File: config.mk
export PLATFORM = sky130hd
export DESIGN_NAME = mux_channel_scanner
export DESIGN_NICKNAME = d
export VERILOG_FILES = /design/src/rtl/mux_pkg.sv /design/src/rtl/rr_pick4.sv /design/src/rtl/mux_channel_scanner.sv
export SDC_FILE = /design/constraint.sdc
export NUM_CORES = 1
export LEC_CHECK = 0
export BUFFER_PORTS_ARGS = -buffer_cell sky130_fd_sc_hd__buf_2
export CELL_PAD_IN_SITES_DETAIL_PLACEMENT = 0
export CELL_PAD_IN_SITES_GLOBAL_PLACEMENT = 1
export CORE_MARGIN = 10
export CORE_UTILIZATION = 42
export CTS_BUF_LIST = sky130_fd_sc_hd__clkbuf_4
export DETAILED_ROUTE_END_ITERATION = 10
export HOLD_SLACK_MARGIN = 0.03
export PLACE_DENSITY_LB_ADDON = 0.1
export SYNTH_ARGS = -nofsm -noshare
export SYNTH_HDL_FRONTEND = slang
export SYNTH_SLANG_ARGS = --single-unit
export TNS_END_PERCENT = 20
File: constraint.sdc
create_clock -name clk -period 3.8 [get_ports clk]
set_input_delay 0.76 -clock clk [delete_from_list [all_inputs] [get_ports clk]]
set_output_delay 0.76 -clock clk [all_outputs]
set_load 0.005 [all_outputs]
File: src/rtl/mux_pkg.sv
// Shared types and constants for the 4:1 channel mux control family.
package mux_pkg;

  localparam int unsigned NCH   = 4;
  localparam int unsigned SEL_W = 2;

  typedef enum logic [1:0] {
    IDLE   = 2'd0,
    HOLD   = 2'd1,
    SAMPLE = 2'd2
  } state_t;

  function automatic logic [NCH-1:0] onehot(input logic [SEL_W-1:0] sel);
    return NCH'(1) << sel;
  endfunction

endpackage

File: src/rtl/rr_pick4.sv
// Combinational round-robin picker: first set request after 'last', wrapping to 'last' itself.
module rr_pick4
  import mux_pkg::*;
(
  input  logic [NCH-1:0]   req,
  input  logic [SEL_W-1:0] last,
  output logic [SEL_W-1:0] pick,
  output logic             any
);

  logic [SEL_W-1:0] idx;

  // Walk from the farthest candidate to the nearest so the nearest set bit wins.
  always_comb begin
    pick = last;
    any  = 1'b0;
    idx  = '0;
    for (int i = NCH; i >= 1; i--) begin
      idx = last + SEL_W'(i);
      if (req[idx]) begin
        pick = idx;
        any  = 1'b1;
      end
    end
  end

endmodule

File: src/rtl/mux_channel_scanner.sv
// Round-robin channel scanner: drives mux selects, waits a settle time, requests a sample, waits for ack.
module mux_channel_scanner
  import mux_pkg::*;
#(
  parameter int unsigned DWELL_W = 4
) (
  input  logic               clk,
  input  logic               rst,
  input  logic [NCH-1:0]     req,
  input  logic [DWELL_W-1:0] dwell,
  input  logic               ack,
  output logic               s1,
  output logic               s0,
  output logic               sel_valid,
  output logic [NCH-1:0]     grant,
  output logic               sample_req,
  output logic               busy
);

  state_t             state_q, state_d;
  logic [SEL_W-1:0]   sel_q, sel_d;
  logic [SEL_W-1:0]   last_q, last_d;
  logic [DWELL_W-1:0] cnt_q, cnt_d;
  logic               sel_valid_d, sample_req_d, busy_d;
  logic [NCH-1:0]     grant_d;
  logic [SEL_W-1:0]   pick;
  logic               any;

  rr_pick4 u_pick (
    .req  (req),
    .last (last_q),
    .pick (pick),
    .any  (any)
  );

  assign s1 = sel_q[1];
  assign s0 = sel_q[0];

  always_ff @(posedge clk or posedge rst) begin
    if (rst) begin
      state_q    <= IDLE;
      sel_q      <= '0;
      last_q     <= SEL_W'(NCH - 1);
      cnt_q      <= '0;
      sel_valid  <= 1'b0;
      grant      <= '0;
      sample_req <= 1'b0;
      busy       <= 1'b0;
    end else begin
      state_q    <= state_d;
      sel_q      <= sel_d;
      last_q     <= last_d;
      cnt_q      <= cnt_d;
      sel_valid  <= sel_valid_d;
      grant      <= grant_d;
      sample_req <= sample_req_d;
      busy       <= busy_d;
    end
  end

  always_comb begin
    state_d      = state_q;
    sel_d        = sel_q;
    last_d       = last_q;
    cnt_d        = cnt_q;
    sel_valid_d  = sel_valid;
    grant_d      = grant;
    sample_req_d = sample_req;
    busy_d       = busy;

    unique case (state_q)
      IDLE: begin
        if (any) begin
          state_d     = HOLD;
          sel_d       = pick;
          grant_d     = onehot(pick);
          sel_valid_d = 1'b1;
          cnt_d       = dwell;
        end else begin
          sel_valid_d = 1'b0;
          grant_d     = '0;
        end
      end
      // Abort takes priority over the settle count; exit test precedes decrement.
      HOLD: begin
        if (!req[sel_q]) begin
          state_d     = IDLE;
          sel_valid_d = 1'b0;
          grant_d     = '0;
        end else if (cnt_q == '0) begin
          state_d      = SAMPLE;
          sample_req_d = 1'b1;
        end else begin
          cnt_d = cnt_q - DWELL_W'(1);
        end
      end
      SAMPLE: begin
        if (ack) begin
          state_d      = IDLE;
          last_d       = sel_q;
          sample_req_d = 1'b0;
          sel_valid_d  = 1'b0;
          grant_d      = '0;
        end
      end
      default: begin
        state_d      = IDLE;
        sel_valid_d  = 1'b0;
        grant_d      = '0;
        sample_req_d = 1'b0;
      end
    endcase

    busy_d = (state_d != IDLE);
  end

endmodule

* Word-level counts from Yosys, hierarchy flattened *
Index checks and enable logic that the tools add are counted.

word-level totals
  flip-flop bits (word level) = 17
  bits in latches = 0
  RAM bits = 0
  memory bits (read-only) = 0
  input bits = 11
  output and inout port bits = 9
  logic and storage cells = 73
  memories kept = 0

cells by class
  add/sub/neg operators = 4
  multiply operators = 0
  divide/modulo/power cells = 0
  order comparisons = 5
  equality and inequality tests = 8
  shift operators = 1
  muxes and demuxes = 37
  bitwise logic cells = 1
  reductions and logical operators = 9

operators with widths
  kind                 count
  $mux 4               6
  $lt 2x3->1 const B   5
  $mux 1               14
  $mux 2               7
  $ne 2x2->1 const B   6
  $pmux 4 s3           1
  $bmux 1 s2           5
  $pmux 4 s2           1
  $reduce_and 4->1     2
  $pmux 1 s3           2
  $pmux 2 s3           1
  $reduce_and 2->1     3
  $add 2x2->2 const B  2
  $logic_not 4->1      1
  $reduce_bool 2->1    2
  $shl 1x2->4 const A  1
  $sub 4x1->4 const B  1
  $add 2x1->2 const B  1
  $eq 2x1->1 const B   1
  $eq 2x2->1 const B   1
  $logic_not 2->1      1
  $not 1->1            1

* Logic depth before layout (Yosys ltp) *
  depth in word-level cells = 9
  depth in mapped cells = 6
  gate-level depth less buffers = 6

* Modules after synthesis *
Synthesis repeated with hierarchy kept, for this count alone.

second synthesis, totals
  cells, all modules = 86
  area total of the unflattened synthesis = 880.8 µm²

modules (own cells, without submodules)
  module               times used  cells each  area an instance (µm²)
  mux_channel_scanner  1           72          798.3
  rr_pick4             1           14          82.6

* Least setup slack after synthesis *
OpenSTA, ideal clock, no wires.

  path kind = input to register
  from = input port req[3]
  to = register busy
  data arrival time = 1825 ps
  slack = 1850 ps
  stages = 4
  path buffers = 0
  path through = mux4_2 > a22o_2 > o21a_4 > or2_1

between the ends
  word-level cells in the longest chain between the ends = 9
  elaborated cells on any way between the ends = 18
  classes of those cells = 17 x mux; 1 x reduce/logical

ends and longest elaborated chain
  what                          line                        RTL
  from (decl)                   mux_channel_scanner.sv:9    input logic [NCH-1:0] req,
  $bmux 1 s2                    rr_pick4.sv:20              if (req[idx]) begin
  $mux 1 (not written as such)  rr_pick4.sv:20
  $mux 1 (4 in a row)           rr_pick4.sv:20
  $mux 2                        mux_channel_scanner.sv:73   if (any) begin
  $pmux 2 s3 (*)                mux_channel_scanner.sv:71   unique case (state_q)
  named net state_d[1]          mux_channel_scanner.sv:20   state_t state_q, state_d;
  $reduce_bool 2->1 (*)         mux_channel_scanner.sv:114  busy_d = (state_d != IDLE);
  named net busy_d              mux_channel_scanner.sv:24   logic sel_valid_d, sample_req_d, busy_d;
  to (signal assigned)          mux_channel_scanner.sv:57   busy <= busy_d;
  to (decl)                     mux_channel_scanner.sv:17   output logic busy

Mark *: on every way through the listed nets, which the timed path passes. The rest lies on a longest branch. The select of a mux whose other input is x is not followed.
A chain may end at the register's enable or synchronous reset.

* Final worst setup path *
  from = register cnt_q[0]
  to = register busy

between the ends
  word-level cells in the longest chain between the ends = 5

ends and longest elaborated chain
  what                    line                        RTL
  from (decl)             mux_channel_scanner.sv:23   logic [DWELL_W-1:0] cnt_q, cnt_d;
  from (signal assigned)  mux_channel_scanner.sv:53   cnt_q <= cnt_d;
  $logic_not 4->1         mux_channel_scanner.sv:90   end else if (cnt_q == '0) begin
  $mux 2                  mux_channel_scanner.sv:90
  $mux 2                  mux_channel_scanner.sv:86   if (!req[sel_q]) begin
  $pmux 2 s3              mux_channel_scanner.sv:71
  named net state_d[0]    mux_channel_scanner.sv:20
  $reduce_bool 2->1       mux_channel_scanner.sv:114
  named net busy_d        mux_channel_scanner.sv:24

The timed path passes the listed nets, and every way through them passes these cells.

==> impl_metrics.toml <==
[synthesis]
netlist_top_cells_count = "15 x dfrtp_1, 12 x nor2_1, 6 x nand2_1"
synthSimpleGateAreaFrac_pct = 19.0
ys_types = 33
yosysTopAreaCell = "dfrtp_1"
async_reset_ff_share_pct = 100
synth_edf_count = 0
yosys.area_share.xor_xnor_pct = 0
synth.most_common_cell = "dfrtp_1"
synth_top_area_share_pct = 42.2
synthAdderAreaFrac_pct = 1.41
synthMuxAreaShare_pct = 7.31
avgSynthCellArea_um2 = 10.2
yosys_warnings = 0
synth_area_um2 = 890
netlist_top_cells_area = "dfrtp_1 42%, dfstp_2 5.9%, nor2_1 5.1%"
synthCells = 87
synth_top_family_by_area = "compound AO/OA/AOI/OAI gates"
synth-seq-cells = 17
synth_compound_area_share_pct = 22.5
synth_nets = 99
synthFlopType = "dfrtp_1"
ys_seq_area_share_pct = 48.1

[worst_setup_path]
start_kind = "flop"
path_class = "flop to flop"
cp_max_fo = 6
worstPathArrival_ps = 2090
required_ps = 3990
cp-end-kind = "flop"

[sta]
max-slew-margin-rel_pct = 57.7
grt_setup_unrepaired = "false"
setup_viol = 0
period_minus_slack_ps = 1900
finalSetupTns_ps = 0
worst_pin_slew_ps = 633
finalCritPeriodShare_pct = 49.9
fmax_ghz = 0.527
hold_violations = 0
skew_ps = 4.99
fin_ws_ps = 1900
finalMaxSlewViolations = 0

[floorplan]
die_w_um = 66.0
core_mm2 = 0.00198
initial_core_util_pct = 44.9
io_pins = 20
rows = 16
die_area_mm2 = 0.00436
die_h_um = 66.0

[outcome]
status = "finished clean"

[clock_tree]
cts_root_buf = "clkbuf_4"
clkLatencyLatePin_ps = 290
hold_buffers = 0
cts_tree = "done"
clk_pin_slew_ps = 100
cts.sinks = 17
postCtsResizedCells = 0
clk_path_buf_depth = 2
post_cts_buffers = 0
htreeDepth = 1
cts_made_buffers = 3

[final_layout]
area_delta_synth_final_pct = 17.6
final_nets = 123
antennaDiodeCount = 0
drive_above_1_share_pct = 35.5

[placement]
hpwlAfterDp_um = 1530
globalplace.congestion = 0.797
pre_cts_slack_ps = 1620
numPortBuffers = 19

[route]
remaining_drc_errors = 0
vias = 736
totalWireLength_um = 1940
wire_per_inst_um = 14.1
dr.first_iter.drc_count = 22
dr.pass1.iters = 4
vias_per_cell = 5.37
antenna_left = 0

[power]
irDropWorstVdd_v = 0.000361
p_per_area_mw_per_mm2 = 767
p_leak_uw = 0.000476

[global_routing]
grt_pass1_vias = 704
grtUsageTotal_pct = 9.42
grt.overflow.total = 0
grt_pass1_wl_um = 3210
antenna_found_initial = 0
grt_start_max_net_pins = 18

[flow_run]
max-cap-violations = 0

[hold_path]
hold_path.class = "flop to flop"
[power breakdown]
group	switching, uW	total [uW]	internal [uW]
logic	196	385	189
clock network	58.2	97.4	39.2
registers	58.9	320	261
[final cells by class]
cell class              instances  area, um^2
multi-input cells              66         447
flip-flops and latches         17         428
repair buffers                 19        95.1
clock buffers                   3        22.5
clock inverters                 1        5.00
well taps                      27        33.8
fillers                       195         936
inverters                       4        15.0
[critical path, cell delays in order, from the launching register on]
cell and delay [ps]:
dfrtp_1 420, inv_1 80, ha_1 190, or3b_2 510, a2bb2oi_2 230, nor2_2 110
or2_1 240
[stage by stage]
| stage | util, % | hold slack (ps) | cell area (um^2) | instances | total power (uW) |
|---|---|---|---|---|---|
| after floorplan | - | 473 | 890 | 87 | 594 |
| after detailed placement | 51.4 | 469 | 1020 | 133 | 714 |
| after global placement | 51.4 | 466 | 1020 | 133 | 706 |
| after global routing | 52.8 | 529 | 1050 | 137 | 879 |
| final | 52.8 | 493 | 1050 | 137 | 802 |
| after CTS | 52.8 | 500 | 1050 | 137 | 817 |
[state kept, by name, summed over array words and instances (netlist names)]
signal and count:
sel_q 2, sel_valid 1, grant 4, busy 1
sample_req 1, state_q 2, last_q 2, cnt_q 4
[routing by layer]
layer / part of all wire [%] / vias to the layer above / routed length (um) / global-route usage [%]
li1: - / 362 / - / -
met1: 49 / 350 / 953 / 12.4
met2: 40 / 19 / 782 / 12.2
met3: 8.6 / 5 / 166 / 4.75
met4: 1.8 / 0 / 35 / 4.71
met5: 0 / - / 0 / 0
[layout by cell type, fill, tap and decap left out, drive strengths merged, types with 2 or more instances in the layout]
| cell | n |
|---|---|
| mux2 | 2 |
| buf | 19 |
| nand2b | 2 |
| clkbuf | 3 |
| a2bb2oi | 4 |
| nand2 | 6 |
| dfrtp | 15 |
| or2 | 2 |
| nor2 | 13 |
| a22o | 3 |
| o21a | 2 |
| inv | 4 |
| dfstp | 2 |
| a21o | 2 |
| nor2b | 4 |
| a21oi | 3 |
| o21ai | 5 |
| nor3 | 4 |
| nand3 | 2 |
| mux2i | 2 |
[path summary, 6_finish.rpt]
kind | to | slack [ps] | cells after the start | startpoint
hold / removal | grant[2]$_DFFE_PP0P_ | 490 | 2 | grant[2]$_DFFE_PP0P_
hold reg to reg | grant[2]$_DFFE_PP0P_ | 490 | 2 | grant[2]$_DFFE_PP0P_
max in group asynchronous | cnt_q[3]$_DFFE_PP0P_ | 2860 | 2 | rst
setup reg to reg | busy$_DFF_PP0_ | 1900 | 6 | cnt_q[0]$_DFFE_PP0P_
min in group asynchronous | busy$_DFF_PP0_ | 530 | 2 | rst
setup / recovery | busy$_DFF_PP0_ | 1900 | 6 | cnt_q[0]$_DFFE_PP0P_
[cell families (layout without fill, tap and decap cells)]
group,count (synthesis),after routing
fa+ha+maj,1,1
buf+inv,4,27
simple gates,35,35
flops,17,17
mux,5,5
compound gates,25,25
(Power assumes the default switching activity.)
